--- config.mk ---
export PLATFORM = sky130hd
export DESIGN_NAME = branch_target_buffer
export DESIGN_NICKNAME = d
export VERILOG_FILES = /design/src/rtl/branch_target_buffer.sv
export SDC_FILE = /design/constraint.sdc
export NUM_CORES = 1
export LEC_CHECK = 0
export BUFFER_PORTS_ARGS = -buffer_cell sky130_fd_sc_hd__buf_2
export CORE_ASPECT_RATIO = 0.9
export CORE_UTILIZATION = 30
export CTS_BUF_LIST = sky130_fd_sc_hd__clkbuf_4 sky130_fd_sc_hd__clkbuf_8
export DETAILED_ROUTE_END_ITERATION = 7
export HOLD_SLACK_MARGIN = 0.03
export SYNTH_ARGS = -nofsm -noshare
export SYNTH_HDL_FRONTEND = slang
export SYNTH_SLANG_ARGS = --single-unit
--- constraint.sdc ---
create_clock -name CLK -period 10.9 [get_ports CLK]
set_input_delay 0 -clock CLK [delete_from_list [all_inputs] [get_ports CLK]]
set_output_delay 0 -clock CLK [all_outputs]
set_load 0.1 [all_outputs]
--- src/rtl/branch_target_buffer.sv ---
// Four-entry direct-mapped branch target buffer with 2-bit saturating direction counters.
// Fetch performs a combinational lookup; the memory stage writes back resolved outcomes and flags mispredictions.
module branch_target_buffer (
  input  logic        CLK,
  input  logic        RST,
  input  logic [31:0] if_pc,
  output logic        btb_taken,
  output logic [31:0] btb_target,
  output logic [1:0]  btb_index,
  input  logic        mem_valid,
  input  logic        mem_beq,
  input  logic        mem_bne,
  input  logic [31:0] mem_pc,
  input  logic        mem_brTake,
  input  logic [31:0] mem_brTarget,
  input  logic        mem_btb_taken,
  input  logic [31:0] mem_btb_target,
  input  logic [1:0]  mem_btb_index,
  output logic        mispredict,
  output logic [31:0] correct_pc,
  output logic [31:0] stat_branches,
  output logic [31:0] stat_mispredicts
);

  localparam int ENTRIES = 4;

  logic [3:0]  valid_r;
  logic [27:0] tag_r    [ENTRIES];
  logic [31:0] target_r [ENTRIES];
  logic [1:0]  ctr_r    [ENTRIES];
  logic [31:0] stat_branches_r;
  logic [31:0] stat_mispredicts_r;

  logic [1:0]  lk_idx_s;
  logic        lk_hit_s;
  logic        lk_taken_s;
  logic [31:0] lk_target_s;

  logic        upd_s;
  logic [1:0]  upd_idx_s;
  logic        upd_match_s;
  logic        wr_s;
  logic [27:0] tag_nxt_s;
  logic [31:0] target_nxt_s;
  logic [1:0]  ctr_nxt_s;
  logic        mispredict_s;
  logic [31:0] correct_pc_s;

  // Saturating 2-bit counter step toward taken (up) or not-taken (down).
  function automatic logic [1:0] ctr_step(input logic [1:0] c, input logic taken);
    logic [1:0] r;
    case ({taken, c})
      3'b1_00: r = 2'b01;
      3'b1_01: r = 2'b10;
      3'b1_10: r = 2'b11;
      3'b1_11: r = 2'b11;
      3'b0_00: r = 2'b00;
      3'b0_01: r = 2'b00;
      3'b0_10: r = 2'b01;
      3'b0_11: r = 2'b10;
      default: r = 2'b01;
    endcase
    return r;
  endfunction

  // Fetch-side lookup from current state; no bypass from a same-cycle update.
  always_comb begin
    lk_idx_s    = if_pc[3:2];
    lk_hit_s    = valid_r[lk_idx_s] && (tag_r[lk_idx_s] == if_pc[31:4]);
    lk_taken_s  = lk_hit_s && ctr_r[lk_idx_s][1];
    lk_target_s = if_pc + 32'd4;
    if (lk_taken_s) begin
      lk_target_s = target_r[lk_idx_s];
    end else begin
      lk_target_s = if_pc + 32'd4;
    end
  end

  assign btb_taken  = lk_taken_s;
  assign btb_target = lk_target_s;
  assign btb_index  = lk_idx_s;

  // Write-back decision: train a matching entry, allocate on a taken miss.
  always_comb begin
    upd_s        = mem_valid && (mem_beq || mem_bne);
    upd_idx_s    = mem_btb_index;
    upd_match_s  = valid_r[upd_idx_s] && (tag_r[upd_idx_s] == mem_pc[31:4]);
    wr_s         = 1'b0;
    tag_nxt_s    = tag_r[upd_idx_s];
    target_nxt_s = target_r[upd_idx_s];
    ctr_nxt_s    = ctr_r[upd_idx_s];
    if (upd_s && upd_match_s) begin
      wr_s      = 1'b1;
      ctr_nxt_s = ctr_step(ctr_r[upd_idx_s], mem_brTake);
      if (mem_brTake) begin
        target_nxt_s = mem_brTarget;
      end else begin
        target_nxt_s = target_r[upd_idx_s];
      end
    end else if (upd_s && mem_brTake) begin
      wr_s         = 1'b1;
      tag_nxt_s    = mem_pc[31:4];
      target_nxt_s = mem_brTarget;
      ctr_nxt_s    = 2'b10;
    end else begin
      wr_s = 1'b0;
    end
  end

  // Misprediction detection and redirect PC for the fetch flush.
  always_comb begin
    mispredict_s = upd_s && ((mem_btb_taken != mem_brTake) ||
                             (mem_brTake && (mem_btb_target != mem_brTarget)));
    correct_pc_s = mem_pc + 32'd4;
    if (mem_brTake) begin
      correct_pc_s = mem_brTarget;
    end else begin
      correct_pc_s = mem_pc + 32'd4;
    end
  end

  assign mispredict = mispredict_s;
  assign correct_pc = correct_pc_s;

  // Entry storage; reset leaves counters weakly not-taken.
  always_ff @(posedge CLK or posedge RST) begin
    if (RST) begin
      valid_r <= 4'b0000;
      for (int i = 0; i < ENTRIES; i++) begin
        tag_r[i]    <= 28'd0;
        target_r[i] <= 32'd0;
        ctr_r[i]    <= 2'b01;
      end
    end else if (wr_s) begin
      valid_r[upd_idx_s]  <= 1'b1;
      tag_r[upd_idx_s]    <= tag_nxt_s;
      target_r[upd_idx_s] <= target_nxt_s;
      ctr_r[upd_idx_s]    <= ctr_nxt_s;
    end
  end

  // Branch and mispredict statistics, wrapping naturally at 2^32.
  always_ff @(posedge CLK or posedge RST) begin
    if (RST) begin
      stat_branches_r    <= 32'd0;
      stat_mispredicts_r <= 32'd0;
    end else begin
      if (upd_s) begin
        stat_branches_r <= stat_branches_r + 32'd1;
      end
      if (mispredict_s) begin
        stat_mispredicts_r <= stat_mispredicts_r + 32'd1;
      end
    end
  end

  assign stat_branches    = stat_branches_r;
  assign stat_mispredicts = stat_mispredicts_r;

endmodule

=== Word-level counts from Yosys, hierarchy flattened ===
Memories as Yosys holds them, arrays and structs flattened.
Cells that the tools add are included.
W data, S select, Z words.

* Register bits after elaboration: 316
* Bits in read-only memories: 16
* Bits of input ports: 137
* Output and inout port bits: 132
* Logic and storage cells: 89
* Memories: 1

{| class="wikitable"
|+ Memory list
! name !! words !! bits a word !! rd ports !! clocked after memory_dff !! wr ports !! line !! source
|-
| (name not given) || 8 || 2 || 1 || 0 || 0 || 52 || <nowiki>case ({taken, c})</nowiki>
|}

* Add/sub/neg operators: 4
* Order comparisons: 6
* Eq/ne operators: 4
* Muxes and demuxes: 44
* Bitwise logic cells: 3
* Reductions and logical operators: 12

{| class="wikitable"
|+ Operators with widths
! kind !! count
|-
| $mux W32 || 10
|-
| $mux W28 || 7
|-
| $bmux W32 S2 || 2
|-
| $bwmux W128 || 1
|-
| $bmux W28 S2 || 2
|-
| $bwmux W112 || 1
|-
| $add A32 B1 Y32 const B || 2
|-
| $add A32 B3 Y32 const B || 2
|-
| $demux W32 S2 || 1
|-
| $demux W28 S2 || 1
|-
| $eq A28 B28 Y1 || 2
|-
| $ne A32 B32 Y1 || 1
|-
| $mux W2 || 7
|-
| $logic_and A1 B1 Y1 || 10
|-
| $bmux W2 S2 || 2
|-
| $bwmux W8 || 1
|-
| $ge A3 B3 Y1 const B || 2
|-
| $lt A2 B3 Y1 const B || 2
|-
| $not A2 Y3 || 2
|-
| $mux W1 || 5
|-
| $bmux W1 S2 || 2
|-
| $demux W2 S2 || 1
|-
| $or A4 B4 Y4 || 1
|-
| $lt A3 B1 Y1 const B || 1
|-
| 4 further kinds || 5
|}

=== Logic depth before layout (Yosys ltp) ===
Gate-level depths: netlist of the first run.

* Depth in word-level cells: 9
* Mapped depth: 11
* Mapped depth without buffers: 8

=== Least setup slack after synthesis of the first run ===
OpenSTA, ideal clock, no wires.

* Path type: input-to-output
* From: input port if_pc[2]
* To: output port btb_target[10]
* Arrival time: 3,747 ps
* Path slack: 7,153 ps
* Cell stages on the path: 9
* Path buffers: 3
* Cell sequence: buf_1 > mux4_2 > xnor2_1 > nand4_1 > nor4_1 > nand4_1 > clkbuf_1 > buf_1 > a21oi_1

* Cells in the longest elaborated chain, start to end: 8

{| class="wikitable"
|+ RTL lines
! what !! line !! source
|-
| from (decl) || 6 || <nowiki>input logic [31:0] if_pc,</nowiki>
|-
| $not A2 Y3 (implied by the code) || 69, 70, 73 ||
|-
| $bmux W28 S2 || 69 || <nowiki>lk_hit_s = valid_r[lk_idx_s] && (tag_r[lk_idx_s] == if_pc[31:4]);</nowiki>
|-
| $mux W28 (implied by the code) (2 in series) || 69 ||
|-
| $eq A28 B28 Y1 || 69 ||
|-
| $logic_and A1 B1 Y1 || 69 ||
|-
| $logic_and A1 B1 Y1 || 70 || <nowiki>lk_taken_s = lk_hit_s && ctr_r[lk_idx_s][1];</nowiki>
|-
| $mux W32 (*) || 72 || <nowiki>if (lk_taken_s) begin</nowiki>
|-
| to (decl) || 8 || <nowiki>output logic [31:0] btb_target,</nowiki>
|}

Mark *: on every way between the ends. The rest lies on a longest branch, timed or not. The select of a mux whose other input is x is not followed.

=== Worst setup path in the final report of the first run ===
* From: input port mem_btb_index[0]
* To: register tag_r[71] (netlist name)

* Cells in the longest elaborated chain, start to end: 9

{| class="wikitable"
|+ RTL lines
! what !! line !! source
|-
| from (decl) || 18 || <nowiki>input logic [1:0] mem_btb_index,</nowiki>
|-
| $not A2 Y3 (implied by the code) || 87, 89, 136 ||
|-
| $bmux W28 S2 || 87, 89 ||
|-
| $mux W28 (implied by the code) (2 in series) || 87, 89 ||
|-
| $eq A28 B28 Y1 || 87 || <nowiki>upd_match_s = valid_r[upd_idx_s] && (tag_r[upd_idx_s] == mem_pc[31:4]);</nowiki>
|-
| $logic_and A1 B1 Y1 || 87 ||
|-
| $logic_and A1 B1 Y1 || 92 || <nowiki>if (upd_s && upd_match_s) begin</nowiki>
|-
| $mux W28 || 92 ||
|-
| $bwmux W112 || 136 || <nowiki>tag_r[upd_idx_s] <= tag_nxt_s;</nowiki>
|-
| to (signal, indexed assignment) || 136 ||
|-
| to (decl) || 28 || <nowiki>logic [27:0] tag_r [ENTRIES];</nowiki>
|}

Several ways; a longest one is shown, not always the timed one. The select of a mux whose other input is x is not followed.
A chain may end at the register's enable or synchronous reset.

==> results of run 1 <==
==> power groups by stage <==
stage	clock network, mW	logic, mW	registers [mW]
floorplan	0	0.931	1.82
global placement	0	1.36	1.72
detailed placement	0	1.39	1.74
CTS	1.24	1.41	1.72
global route	1.30	1.50	1.77
finish	1.21	1.41	1.74
==> worst paths after layout <==
check / from / depth (start not counted) / endpoint
max: mem_btb_index[0] / 11 / tag_r[71]$_DFFE_PP0P_
min: mem_pc[15] / 4 / tag_r[95]$_DFFE_PP0P_
max reg2reg: tag_r[17]$_DFFE_PP0P_ / 8 / tag_r[71]$_DFFE_PP0P_
min reg2reg: stat_branches[31]$_DFFE_PP0P_ / 1 / stat_branches[31]$_DFFE_PP0P_
max in group asynchronous: RST / 4 / tag_r[23]$_DFFE_PP0P_
min in group asynchronous: RST / 3 / stat_branches[30]$_DFFE_PP0P_
==> routing by layer <==
layer	wire, um	part of all wire	up-vias	track usage
li1	-	-	6152	-
met1	26300	0.43	7423	0.267
met2	27700	0.45	560	0.297
met3	5660	0.092	105	0.0560
met4	1380	0.022	18	0.0501
met5	103	0.0017	-	0
==> cell families (layout without fill, tap and decap cells) <==
kind of cell | count (synthesis) | in the layout | share of synthesized area
AO/OA/AOI/OAI | 100 | 100 | 0.0330
XOR/XNOR | 202 | 202 | 0.0943
adder cells (fa/ha/maj) | 5 | 5 | 0.00320
buffers and inverters | 105 | 461 | 0.0267
flip-flops | 316 | 316 | 0.422
multiplexers | 440 | 440 | 0.333
other | 0 | 3 | 0
AND/OR/NAND/NOR | 325 | 325 | 0.0879
==> worst max-delay path, delay by kind of cell <==
| family | cells | cell delay, ps |
|---|---|---|
| buffers and inverters | 4 | 2510 |
| multiplexers | 2 | 1010 |
| AND/OR/NAND/NOR | 3 | 880 |
| AO/OA/AOI/OAI | 1 | 810 |
| XOR/XNOR | 1 | 330 |
==> registers in the layout (all words and copies together), names as in the netlist <==
| register | cells |
|---|---|
| ctr_r | 8 |
| stat_branches | 32 |
| stat_mispredicts | 32 |
| tag_r | 112 |
| target_r | 128 |
| valid_r | 4 |
==> synth_stat cells (all sizes together), types with 5 or more instances <==
library cell,count
dfrtp,312
mux2,312
xnor2,126
mux4,116
nand2,100
xor2,76
nor2,52
buf,49
nand4,47
nand3,46
o21ai,41
clkbuf,38
a21oi,35
and3,22
inv,18
nor4,17
and4,13
mux2i,12
and2,6
or2,6
o22ai,5
==> repair_timing <==
| action | in CTS | in global routing |
|---|---|---|
| hold buffers | 57 | 0 |
| hold endpoints to repair | 359 | 0 |
| endpoints found under the setup margin | 0 | 0 |
==> layout make-up <==
type                    count  area, um^2
flip-flops and latches    316        7910
multi-input cells        1072       10400
repair buffers            341        2050
fillers                  6072       38800
diodes                      3        7.51
clock buffers              93        1180
well taps                 836        1050
inverters                  18        75.1
clock inverters             9        70.1
==> cells in the final DEF (no fill, tap or decap), types with 5 or more instances in the layout <==
| cell type | count |
|---|---|
| sky130_fd_sc_hd__buf_4 | 19 |
| sky130_fd_sc_hd__or2_2 | 6 |
| sky130_fd_sc_hd__a21oi_1 | 31 |
| sky130_fd_sc_hd__inv_1 | 17 |
| sky130_fd_sc_hd__buf_2 | 264 |
| sky130_fd_sc_hd__xnor2_1 | 126 |
| sky130_fd_sc_hd__and3_1 | 22 |
| sky130_fd_sc_hd__nand4_1 | 46 |
| sky130_fd_sc_hd__dlygate4sd3_1 | 57 |
| sky130_fd_sc_hd__mux4_2 | 116 |
| sky130_fd_sc_hd__clkinv_2 | 8 |
| sky130_fd_sc_hd__nor4_1 | 15 |
| sky130_fd_sc_hd__dfrtp_1 | 312 |
| sky130_fd_sc_hd__mux2_1 | 231 |
| sky130_fd_sc_hd__xor2_1 | 76 |
| sky130_fd_sc_hd__and4_1 | 13 |
| sky130_fd_sc_hd__nand2_1 | 99 |
| sky130_fd_sc_hd__nand3_1 | 46 |
| sky130_fd_sc_hd__mux2i_1 | 12 |
| sky130_fd_sc_hd__clkbuf_4 | 16 |
| sky130_fd_sc_hd__mux2_2 | 81 |
| sky130_fd_sc_hd__nor2_1 | 52 |
| sky130_fd_sc_hd__clkbuf_8 | 77 |
| sky130_fd_sc_hd__o21ai_0 | 41 |
| sky130_fd_sc_hd__and2_1 | 6 |
| sky130_fd_sc_hd__o22ai_1 | 5 |
==> parameters.txt, run 1 <==
Parameter                              Value

Detailed routing
  Initial detailed-routing violation count ... 1,121
  Number of remaining DRC errors ... 0
  Routed wirelength normalized by instance count ... 22.8 um
  Number of nets with antenna violations after routing ... 0
  Vias per inst ... 5.30
  Post-Route WL ... 61,200 um
  Number of vias after detailed routing ... 14.3k
  Number of iterations in the first detailed-routing pass ... 5

STA
  Setup WS post-layout ... 5780 ps
  Number of hold violations in the final report ... 0
  Setup-failing EPs final ... 0
  Worst hold-check slack ... 80.9 ps
  Slew Limit Headroom ... 0.167
  Highest clock rate ... 0.195 GHz
  Final cycle utilization of the critical path ... 0.470
  Total Negative Setup Slacks ... 0 ps
  Final number of max-transition violations ... 0
  Setup skew after layout ... 23.1 ps
  Setup repair after global routing missed its margin ... false
  Crit path time final ... 5120 ps
  Worst slew pin tran ... 1250 ps

Critical path
  Data arrival time at the worst-slack endpoint ... 5640 ps
  Cell seen most often among critical-path stages ... sky130_fd_sc_hd__buf_4
  Maximum single-stage delay on the critical path ... 810 ps
  Worst EP required ... 11,420 ps
  Kind of launch point of the worst setup path ... input pin
  Critical Setup Path Class ... in2reg
  Register-to-Register Setup Slack ... 6670 ps
  Cells traversed along the worst timing path ... dlygate4sd3_1 > buf_4 > buf_4 > mux4_2 > xnor2_1 > nand4_1 > nor4_2 > nand4_2 > a21oi_4 > buf_4 > mux2_1
  Library cell contributing the largest single delay on the critical path ... sky130_fd_sc_hd__a21oi_4
  CP Max Fanout ... 44
  Nature of the critical path endpoint ... flip-flop

Yosys
  Count of synthesis-stage warnings from yosys ... 0
  Main flop type after synthesis ... sky130_fd_sc_hd__dfrtp_1
  Area share of the largest cell type after synthesis ... 0.416
  Cell taking the most area after synthesis ... sky130_fd_sc_hd__dfrtp_1
  Synthesized netlist cell count ... 1,493
  Syn_nets ... 1,634
  Mean instance size in the synthesized netlist ... 12.6 um^2
  Count of distinct cell types in the synthesized netlist ... 53
  Synthesized area ... 18,800 um^2
  Area contributors post-synth ... sky130_fd_sc_hd__dfrtp_1 (42%), sky130_fd_sc_hd__mux4_2 (14%), sky130_fd_sc_hd__mux2_1 (14%), sky130_fd_sc_hd__xnor2_1 (5.9%), sky130_fd_sc_hd__mux2_2 (4.9%)
  Share of flip-flops with an asynchronous set or reset ... 1.00
  #FFs+latches synth ... 316
  Number of flops mapped to enable cells by yosys ... 0
  Sequential cell area fraction in the yosys report ... 0.422

Pwr
  Leakage ... 10.1 nW
  Power density over cell area ... 192 nW/um^2
  Internal power of the cells ... 2.80 mW
  Sequential fraction of design power ... 0.399
  Fraction of power consumed by combinational cells ... 0.324
  Switching power ... 1.55 mW
  Net Sw Frac ... 0.356
  Worst vdd rail ir drop ... 0.0840 mV
  PnR Total Power ... 4.35 mW
  Share of total power in the clock network ... 0.278

Final layout
  Count of non-filler cells in the finished layout ... 2,688
  Number of nets in the finished design ... 1,945
  Area growth from synthesis to layout ... 21.1%
  Final Instance Area ... 22,700 um^2
  Share of post-route cells with drive strength above 1 ... 0.327
  Final core area utilization ... 0.369

Placed design
  Worst setup timing slack at the placement stage ... 5740 ps
  Cell count after placement ... 2,526
  Number of I/O port buffers ... 268
  Cell Area, Placed ... 20,900 um^2
  Placer congestion estimate ... 0.914
  Final HPWL DP ... 43,900 um

Global route
  Maximum number of pins on one net before global-route repair ... 179
  Number of global-route vias before repair ... 14.3k
  Antenna violations before repair ... 14
  Remaining global-route overflow ... 0
  Global-route usage over all layers ... 0.194
  Global-route wire length before repair ... 92,300 um

Run status
  Run status ... finished, final reports clean

Clocking
  Post-cts gate resize count ... 0
  Clock transition at the registers of the reported paths ... 60 ps
  Clk buf depth ... 3
  Clk_lat worst skew ... 650 ps
  Clock tree from TritonCTS ... done
  Clock sink count ... 316
  CTS H-Tree Depth ... 2
  Clock buffers created by TritonCTS ... 55
  Root buffer cell ... sky130_fd_sc_hd__clkbuf_8
  Number of setup buffers added after CTS ... 0

Min path
  Worst Hold Class ... in2reg

Die
  Vert. Die Dim ... 239 um
  Initial standard-cell utilization of the core ... 0.305
  Core Footprint ... 61,500 um^2
  Overall die area ... 63,500 um^2
  Horiz. Die Dim ... 266 um
  Number of top-level pins ... 269
  Row count ... 86

Run
  Maxcap violations ... 0
No activity file was read; power rests on OpenSTA's default activity.
==> run 2: changes to the inputs <==
- clock period: 10.9 -> 5 ns (I/O delays scaled with it)
==> run 2 against run 1 <==
  * First-iteration DRC count grew 2.4%
  * Power grew 120%
  * Clock-buffer cell count grew 3
  * Sequential share of layout area shrank 0.26 points
  * Clock skew grew 13 ps
  * Critical path type is now reg2out
  * Critical endpoint is now btb_target[17]
  * Largest cell class unchanged
  * Largest power group unchanged
==> parameters.txt, run 2 (synthesis gave the netlist of run 1 again) <==
Parameter                              Value

Global route
  Global-route usage over all layers ... 0.196 (+0.00260)
  Global-route wire length before repair ... 93,400 um (+1.2%)
  Remaining global-route overflow ... 0 (unchanged)
  Antenna violations before repair ... 12 (-2)
  Maximum number of pins on one net before global-route repair ... 189 (+5.6%)
  Number of global-route vias before repair ... 14.3k (-0.17%)

Critical path
  Nature of the critical path endpoint ... primary output
  Kind of launch point of the worst setup path ... flip-flop
  Data arrival time at the worst-slack endpoint ... 3880 ps (-1760 ps)
  Crit path max-delay family ... buffers and inverters
  Reg2Reg Depth ... 8 (unchanged)
  Library cell contributing the largest single delay on the critical path ... sky130_fd_sc_hd__buf_2
  Levels on crit path ... 8 (-3)
  CP Buf/Inv Count ... 2 (-2)
  Worst EP required ... 5000 ps (-6420 ps)
  CP Max Fanout ... 60 (+36%)
  Critical Setup Path Class ... reg2out
  Cell seen most often among critical-path stages ... sky130_fd_sc_hd__nand4_1
  Cells traversed along the worst timing path ... mux4_2 > xnor2_1 > nand4_1 > nor4_1 > nand4_1 > buf_4 > a21oi_1 > buf_2
  Maximum single-stage delay on the critical path ... 500 ps (-310 ps)

Detailed routing
  Number of iterations in the first detailed-routing pass ... 5 (unchanged)
  Post-Route WL ... 62,400 um (+2.0%)
  Number of vias after detailed routing ... 14.3k (+0.25%)
  Vias per inst ... 5.29 (-0.30%)
  Number of remaining DRC errors ... 0 (unchanged)
  Initial detailed-routing violation count ... 1,148 (+2.4%)
  Number of nets with antenna violations after routing ... 0 (unchanged)
  Routed wirelength normalized by instance count ... 23.1 um (+1.4%)

STA
  Setup-failing EPs final ... 0 (unchanged)
  Crit path time final ... 3880 ps
  Total Negative Setup Slacks ... 0 ps (unchanged)
  Worst slew pin tran ... 1190 ps (-51.5 ps)
  Worst hold-check slack ... 78.9 ps (-2.03 ps)
  Final cycle utilization of the critical path ... 0.776
  Setup WS post-layout ... 1120 ps (-4660 ps)
  Highest clock rate ... 0.258 GHz
  Final number of max-transition violations ... 0 (unchanged)
  Number of hold violations in the final report ... 0 (unchanged)
  Setup repair after global routing missed its margin ... false
  Setup skew after layout ... 36.5 ps (+13.4 ps)
  Slew Limit Headroom ... 0.197 (+0.0299)

Placed design
  Worst setup timing slack at the placement stage ... 1010 ps (-4730 ps)
  Number of I/O port buffers ... 268 (unchanged)
  Placer congestion estimate ... 0.905 (-1.0%)
  Final HPWL DP ... 45,300 um (+3.3%)
  Cell Area, Placed ... 21,000 um^2 (+0.60%)
  Cell count after placement ... 2,540 (+0.55%)

Final layout
  Area of all sequential standard cells ... 7910 um^2 (unchanged)
  Area growth from synthesis to layout ... 22.0%
  Filler cell count ... 6,003 (-1.1%)
  Most frequent cells in the layout ... sky130_fd_sc_hd__dfrtp_1 (312), sky130_fd_sc_hd__buf_2 (264), sky130_fd_sc_hd__mux2_1 (231), sky130_fd_sc_hd__xnor2_1 (126), sky130_fd_sc_hd__mux4_2 (116)
  Number of flip-flops under the largest register name ... 128 (unchanged)
  Share of post-route cells with drive strength above 1 ... 0.332 (+0.00434)
  Multi-input gate area ... 10,400 um^2 (unchanged)
  Commonest non-fill, non-tap cell in the layout ... sky130_fd_sc_hd__dfrtp_1
  Number of nets in the finished design ... 1,962 (+0.87%)
  Final Instance Area ... 22,900 um^2 (+0.75%)
  Count of non-filler cells in the finished layout ... 2,703 (+0.56%)
  Final core area utilization ... 0.372 (+0.00276)
  Largest registers ... target_r (128), tag_r (112)
  Register containing the most flip-flops in the final layout ... target_r

Die
  Number of top-level pins ... 269 (unchanged)
  Core Footprint ... 61,500 um^2 (unchanged)
  Initial standard-cell utilization of the core ... 0.305 (unchanged)
  Row count ... 86 (unchanged)
  Horiz. Die Dim ... 266 um (unchanged)
  Vert. Die Dim ... 239 um (unchanged)
  Overall die area ... 63,500 um^2 (unchanged)

Clocking
  Clk buf depth ... 3 (unchanged)
  Clock sink count ... 316 (unchanged)
  Root buffer cell ... sky130_fd_sc_hd__clkbuf_8
  Clock transition at the registers of the reported paths ... 70 ps (about the same)
  Clk_lat worst skew ... 660 ps (about the same)
  Clock buffers created by TritonCTS ... 56 (+1.8%)
  Clock tree from TritonCTS ... done
  CTS H-Tree Depth ... 2 (unchanged)

Pwr
  Leakage ... 10.2 nW (+0.82%)
  PnR Total Power ... 9.60 mW (+120%)
  Worst vdd rail ir drop ... 0.262 mV (+210%)
  Power density over cell area ... 420 nW/um^2 (+120%)

Run status
  Run status ... finished, final reports clean

Run
  Maxcap violations ... 0 (unchanged)

Min path
  Worst Hold Class ... in2reg
  Cell count of the worst hold path ... 3 (-1)
[run 2: final cells by class]
type,count,share of cell area
diodes,3,0.000328
repair buffers,357,0.0964
flip-flops and latches,316,0.346
multi-input cells,1072,0.453
clock buffers,96,0.0517
well taps,836,0.0457
inverters,18,0.00312
clock inverters,5,0.00394
[run 2: path summary, 6_finish.rpt]
kind / startpoint / endpoint / slack [ps]
worst max-delay path: tag_r[27]$_DFFE_PP0P_ / btb_target[17] / 1120
worst min-delay path: mem_btb_index[1] / ctr_r[0]$_DFFE_PP1P_ / 80
worst max register to register: tag_r[17]$_DFFE_PP0P_ / tag_r[23]$_DFFE_PP0P_ / 1500
worst min register to register: stat_branches[31]$_DFFE_PP0P_ / stat_branches[31]$_DFFE_PP0P_ / 460
max in group asynchronous: RST / tag_r[64]$_DFFE_PP0P_ / 3930
min in group asynchronous: RST / target_r[127]$_DFFE_PP0P_ / 140
[run 2: where the power goes]
part           internal (mW)  switching [mW]  total, mW
combinational           1.34            1.76       3.10
clock                   1.58            1.13       2.72
sequential              3.25           0.536       3.78
total                   6.17            3.43       9.60
[run 2: routing by layer]
layer  vias up  GRT usage  wire length [um]
met2       535      0.301             28400
met3       106     0.0512              5020
li1       6192          -                 -
met4        20     0.0499              1310
met5         -          0               120
met1      7441      0.274             27600
[run 2: tightest hold or removal path: cells and delay by family]
kind                   cells  cell delay (ps)
AND/OR/NAND/NOR            1              260
buffers and inverters      1              340
AO/OA/AOI/OAI              1               90
[run 2: timing repair]
item,CTS,global route
hold endpoints to repair,536,0
resized for setup,0,0
hold buffers,59,0
buffers inserted,0,0
